--- config.mk ---
export PLATFORM = sky130hd
export DESIGN_NAME = replay_packet_distributor
export DESIGN_NICKNAME = d
export VERILOG_FILES = /design/src/rtl/replay_packet_distributor.sv
export SDC_FILE = /design/constraint.sdc
export NUM_CORES = 1
export LEC_CHECK = 0
export BUFFER_PORTS_ARGS = -buffer_cell sky130_fd_sc_hd__buf_2
export CAP_MARGIN = 20
export CORE_ASPECT_RATIO = 0.5
export CORE_MARGIN = 8
export CORE_UTILIZATION = 48
export CTS_BUF_LIST = sky130_fd_sc_hd__clkbuf_16
export DETAILED_ROUTE_END_ITERATION = 16
export PLACE_DENSITY_LB_ADDON = 0.25
export RECOVER_POWER = 25
export SETUP_SLACK_MARGIN = 0.5
export SYNTH_ARGS = -nofsm -noshare
export SYNTH_HDL_FRONTEND = slang
export SYNTH_SLANG_ARGS = --single-unit
--- constraint.sdc ---
create_clock -name clk -period 19.7 [get_ports clk]
set_input_delay 1.97 -clock clk [delete_from_list [all_inputs] [get_ports clk]]
set_output_delay 1.97 -clock clk [all_outputs]
set_load 0.05 [all_outputs]
--- src/rtl/replay_packet_distributor.sv ---
// Broadcasts decoded replay packets in lock-step onto all per-channel replay buses.
// Issue is gated on the OR of every channel's almost-full, so all channels see identical loge ordering.
module replay_packet_distributor #(
    parameter int NUM_CHANNELS     = 4,
    parameter int DATA_WIDTH       = 64,
    parameter int LOGE_CHANNEL_CNT = 6,
    parameter int CNT_WIDTH        = 32
) (
    input  logic                               clk,
    input  logic                               rst,
    input  logic                               in_valid,
    output logic                               in_ready,
    input  logic [NUM_CHANNELS-1:0]            in_logb_valid,
    input  logic [NUM_CHANNELS*DATA_WIDTH-1:0] in_logb_data,
    input  logic [LOGE_CHANNEL_CNT-1:0]        in_loge_valid,
    input  logic [NUM_CHANNELS:0]              ch_almful,
    output logic                               out_valid,
    output logic [NUM_CHANNELS-1:0]            out_logb_valid,
    output logic [NUM_CHANNELS*DATA_WIDTH-1:0] out_logb_data,
    output logic [LOGE_CHANNEL_CNT-1:0]        out_loge_valid,
    output logic [CNT_WIDTH-1:0]               pkt_cnt,
    output logic [CNT_WIDTH-1:0]               stall_cnt,
    output logic [CNT_WIDTH-1:0]               drop_cnt
);

    typedef enum logic {EMPTY, HELD} state_t;

    state_t                            state;
    logic [NUM_CHANNELS-1:0]           h_logb_valid;
    logic [NUM_CHANNELS*DATA_WIDTH-1:0] h_logb_data;
    logic [LOGE_CHANNEL_CNT-1:0]       h_loge_valid;

    logic any_almful;
    logic issue;
    logic accept;
    logic noop;
    logic load;

    function automatic logic [CNT_WIDTH-1:0] sat_inc(input logic [CNT_WIDTH-1:0] v);
        return (v == '1) ? v : v + {{(CNT_WIDTH-1){1'b0}}, 1'b1};
    endfunction

    assign any_almful = |ch_almful;
    assign issue      = (state == HELD) && !any_almful;
    // Held low during reset so nothing is accepted while the pipe is being cleared.
    assign in_ready   = !rst && ((state == EMPTY) || issue);
    assign accept     = in_valid && in_ready;
    assign noop       = accept && (in_logb_valid == '0) && (in_loge_valid == '0);
    assign load       = accept && !noop;

    always_ff @(posedge clk or posedge rst) begin
        if (rst) begin
            state          <= EMPTY;
            h_logb_valid   <= '0;
            h_logb_data    <= '0;
            h_loge_valid   <= '0;
            out_valid      <= 1'b0;
            out_logb_valid <= '0;
            out_logb_data  <= '0;
            out_loge_valid <= '0;
            pkt_cnt        <= '0;
            stall_cnt      <= '0;
            drop_cnt       <= '0;
        end else begin
            out_valid <= issue;
            if (issue) begin
                out_logb_valid <= h_logb_valid;
                out_logb_data  <= h_logb_data;
                out_loge_valid <= h_loge_valid;
                pkt_cnt        <= sat_inc(pkt_cnt);
            end
            if ((state == HELD) && any_almful) begin
                stall_cnt <= sat_inc(stall_cnt);
            end
            if (noop) begin
                drop_cnt <= sat_inc(drop_cnt);
            end
            // A load in the same cycle as issue replaces the packet with no bubble.
            if (load) begin
                state        <= HELD;
                h_logb_valid <= in_logb_valid;
                h_logb_data  <= in_logb_data;
                h_loge_valid <= in_loge_valid;
            end else if (issue) begin
                state <= EMPTY;
            end
        end
    end

endmodule

After elaboration in Yosys (flattened, before gate mapping). Index checks and enable logic that the tools add are counted.

Output and inout bits: 364. Bits in registers: 630. Input port bits: 274.

Eq/ne operators: 3. Reductions and logical operators: 18. Add/subtract/negate cells: 3. Multiplexer cells: 2. Bitwise logic cells: 4.

Operators with widths (count): 32-bit by 1-bit adder with 32-bit output (second input constant) (3); 32-bit == test (second input constant) (3); 1-bit logical AND (7); 6-bit logical NOT (1); 2-bit AND reduction (3); 5-bit OR reduction (1); 4-bit logical NOT (1); 1-bit inverter (4); 1-bit logical NOT (3); 1-bit two-way mux (2); 2-bit nonzero test (1); 1-bit logical OR (1).

Longest topological paths before layout.
Depth after elaboration: 11. Mapped depth: 7. Mapped depth without buffers: 6.

Worst setup path after synthesis. OpenSTA, ideal clock, no wires.

Path type: input to register. From: in rst. To: reg h_logb_data[197]. Slack: 2.367 ns. Cell stages on the path: 5. Arrival: 17.205 ns. Required time: 19.572 ns. Cells stage by stage: inv_1 -> nand4_2 -> buf_2 -> buf_2 -> mux2_1.

Longest elaborated chain between the ends: 7.

Ends and longest elaborated chain: from (decl) (RTL line 10) `input logic rst,`; 1-bit logical NOT (no line) *; 1-bit logical AND * (RTL line 46) `assign in_ready = !rst && ((state == EMPTY) || issue);`; 1-bit logical AND * (RTL line 47) `assign accept = in_valid && in_ready;`; 1-bit logical AND (2 in series) (RTL line 48) `assign noop = accept && (in_logb_valid == '0) && (in_loge_valid == '0);`; 1-bit logical NOT (RTL line 49) `assign load = accept && !noop;`; 1-bit logical AND * (RTL line 49); to (signal assigned) (RTL line 82) `h_logb_data <= in_logb_data;`; to (decl) (RTL line 30) `logic [NUM_CHANNELS*DATA_WIDTH-1:0] h_logb_data;`.

Mark *: on every way between the ends. The rest lies on a longest branch, timed or not. A chain may end at the register's enable or synchronous reset.

==> results.json <==
{
  "status": "complete, but fails checks",
  "violations": "capacitance limit, slew limit",
  "syn-num-nets": 2420,
  "drc": 0,
  "clkPwrFrac": 0.209,
  "dr_total_vias": 17569,
  "dr.first_iter.drc_count": 1170,
  "numClockSinks": 630,
  "required_ns": 18.18,
  "drt-total-wl_mm": 68.5,
  "grt_usage": 0.223,
  "row_count": 58,
  "vias_per_cell": 5.01,
  "comb_power_share": 0.376,
  "wl_per_cell_um": 19.5,
  "worstMarginPinSlew_ns": 8.85,
  "clock_path_buffers": 3,
  "vdd_drop_max_v": 0.0000946,
  "period_needed_ns": 10.44,
  "cts-resized-gates": 0,
  "crit_path_end_kind": "async pin",
  "overflow": 0,
  "antenna_found_initial": 18,
  "netlist_area_um2": 24600,
  "yosys_warnings": 0,
  "setup_viol": 0,
  "synth_cell_types": 52,
  "rsz0062_at_grt": "no",
  "clk_latency_ns": 0.60,
  "antenna_left": 0,
  "die-area_um2": 59100,
  "fmax_mhz": 95.7,
  "start_kind": "input port",
  "fp.dieH_um": 176,
  "p_leak_nw": 15.6,
  "final-hold-violation-count": 0,
  "numCtsBuffers": 55,
  "r2r_setup_slack_ns": 15.61,
  "syn_inst": 2143,
  "power_switching_share": 0.432,
  "crit_fanout": 164,
  "ys_async_sr_fraction": 1.00,
  "final_common_cell": "nand2_1",
  "htree_levels": 2,
  "crit_buf_inv": 3,
  "grt_max_degree": 199,
  "cts_hold_buf": 0,
  "start_util": 0.487,
  "synth_edf_count": 0,
  "syn_area_per_cell_um2": 11.5,
  "die_w_um": 336,
  "place.gp.congestion": 0.869,
  "io_pins": 638,
  "grt_pass1_vias": 17836,
  "cts_root_buf": "clkbuf_16",
  "fin_crit_sh": 0.530,
  "cell_internal_pwr_mw": 2.94,
  "synth_seq_area_share": 0.641,
  "clkTransAtPathRegs_ns": 0.07,
  "fin_tns_setup_ns": 0,
  "cp_slowest_stage_delay_ns": 6.13,
  "hpwl_mm": 48.0,
  "final_cell_mix": "nand2_1 (831), dfrtp_1 (630), buf_2 (522)",
  "hp-class": "reg2reg",
  "cap_violations": 3,
  "drive_above_1_share": 0.313,
  "switching_power_mw": 2.24,
  "nFillCells": 4393,
  "coreArea_um2": 50400,
  "cp_cell_sequence": "clkbuf_1 > clkinvlp_2 > clkbuf_1",
  "nets": 3035,
  "synthFlopType": "dfrtp_1",
  "post_cts_buffers": 0,
  "hold_slack_ns": 0.460,
  "power_frac_seq": 0.414,
  "area_growth_pct": 22.1,
  "cp.arrival_ns": 8.92,
  "slew_violations": 250,
  "cts_tree": "yes",
  "grt_pass1_wl_mm": 105,
  "maxSlewHeadroom": -4.90,
  "drt_pass1_iterations": 5,
  "fin_worst_skew_ns": 0.0212,
  "powerDensity_nw_per_um2": 172,
  "crit_family": "buffers and inverters",
  "worstSetupPathType": "in2async",
  "cp_slowest_cell": "clkbuf_1",
  "cp_common_cell": "clkbuf_1",
  "ys_ff_latch": 630,
  "numPortBuffers": 637
}
==> logic make-up after synthesis <==
family | share of synthesized area
adders and majority gates | 0.00153
xor gates and xnor gates | 0.0331
muxes | 0.123
DFF | 0.641
AOI/OAI and AO/OA | 0.00524
and+or+nand+nor | 0.178
buffers and inverters | 0.0177
==> layer usage <==
| layer | track usage | vias to the layer above | share of wire |
|---|---|---|---|
| li1 | - | 8246 | - |
| met1 | 0.265 | 8803 | 0.38 |
| met2 | 0.400 | 363 | 0.54 |
| met3 | 0.0350 | 155 | 0.035 |
| met4 | 0.103 | 2 | 0.043 |
| met5 | 0 | - | 0.00018 |
==> through the flow <==
stage               area [um2]  cells   util  worst slack, ns  power (mW)
global route             30000   3509  0.595             7.34        5.42
detailed placement       28400   3390  0.563            13.38        4.16
CTS                      30200   3491  0.598            14.01        5.26
finish                   30000   3509  0.595             9.26        5.17
floorplan                24600   2143      -             6.83        3.59
global placement         28400   3390  0.563            13.40        4.10
==> path summary, 6_finish.rpt <==
| kind | from | end | depth (start not counted) |
|---|---|---|---|
| worst min-delay path | h_logb_data[144]$_DFFE_PP0P_ | out_logb_data[144]$_DFFE_PP0P_ | 2 |
| min in group asynchronous | rst | stall_cnt[17]$_DFFE_PP0P_ | 2 |
| max in group clk | rst | h_logb_data[153]$_DFFE_PP0P_ | 7 |
| worst max register to register | state$_DFFE_PP0P_ | h_logb_data[153]$_DFFE_PP0P_ | 6 |
| worst max-delay path | rst | out_logb_data[150]$_DFFE_PP0P_ | 3 |
| worst min register to register | h_logb_data[144]$_DFFE_PP0P_ | out_logb_data[144]$_DFFE_PP0P_ | 2 |
==> synth_stat cells, types with 9 or more instances <==
| cell | instances | area (um2) |
|---|---|---|
| and3_1 | 17 | 106 |
| and4_1 | 9 | 78.8 |
| buf_2 | 33 | 165 |
| clkbuf_1 | 54 | 203 |
| dfrtp_1 | 630 | 15800 |
| mux2_1 | 19 | 214 |
| mux2_2 | 250 | 2820 |
| nand2_1 | 832 | 3120 |
| nand3_1 | 46 | 230 |
| nand4_1 | 42 | 263 |
| nor2_1 | 30 | 113 |
| nor3_1 | 18 | 90.1 |
| xnor2_1 | 59 | 517 |
| xor2_1 | 34 | 298 |
==> registers in the layout (all words and copies together) (netlist names) <==
register and cells:
h_logb_data 256, out_logb_data 256, drop_cnt 32, pkt_cnt 32, stall_cnt 32, h_loge_valid 6
out_loge_valid 6, h_logb_valid 4, out_logb_valid 4, out_valid 1, state 1
==> cell type report <==
| class | count | area [um2] | share of cell area |
|---|---|---|---|
| inverter | 8 | 38.8 | 0.00129 |
| sequential | 630 | 15800 | 0.526 |
| tap | 690 | 863 | 0.0288 |
| clock buffer | 56 | 1400 | 0.0467 |
| multi-input combinational | 1411 | 8350 | 0.278 |
| timing repair buffer | 652 | 3170 | 0.106 |
| clock inverter | 45 | 368 | 0.0123 |
| antenna | 17 | 42.5 | 0.00142 |
==> power groups by stage <==
| stage | registers (mW) | logic (mW) | clock network [mW] |
|---|---|---|---|
| after floorplan | 3.06 | 0.526 | 0 |
| after global placement | 2.14 | 1.96 | 0 |
| after detailed placement | 2.16 | 2.00 | 0 |
| after CTS | 2.14 | 2.00 | 1.11 |
| after global routing | 2.21 | 2.05 | 1.16 |
| final | 2.14 | 1.95 | 1.08 |
==> worst min-delay path, cell delays in order, from the launching register on <==
cell and delay (ns):
dfrtp_1 0.34, nand2_1 0.05, nand2_1 0.05
(Power assumes the default switching activity.)
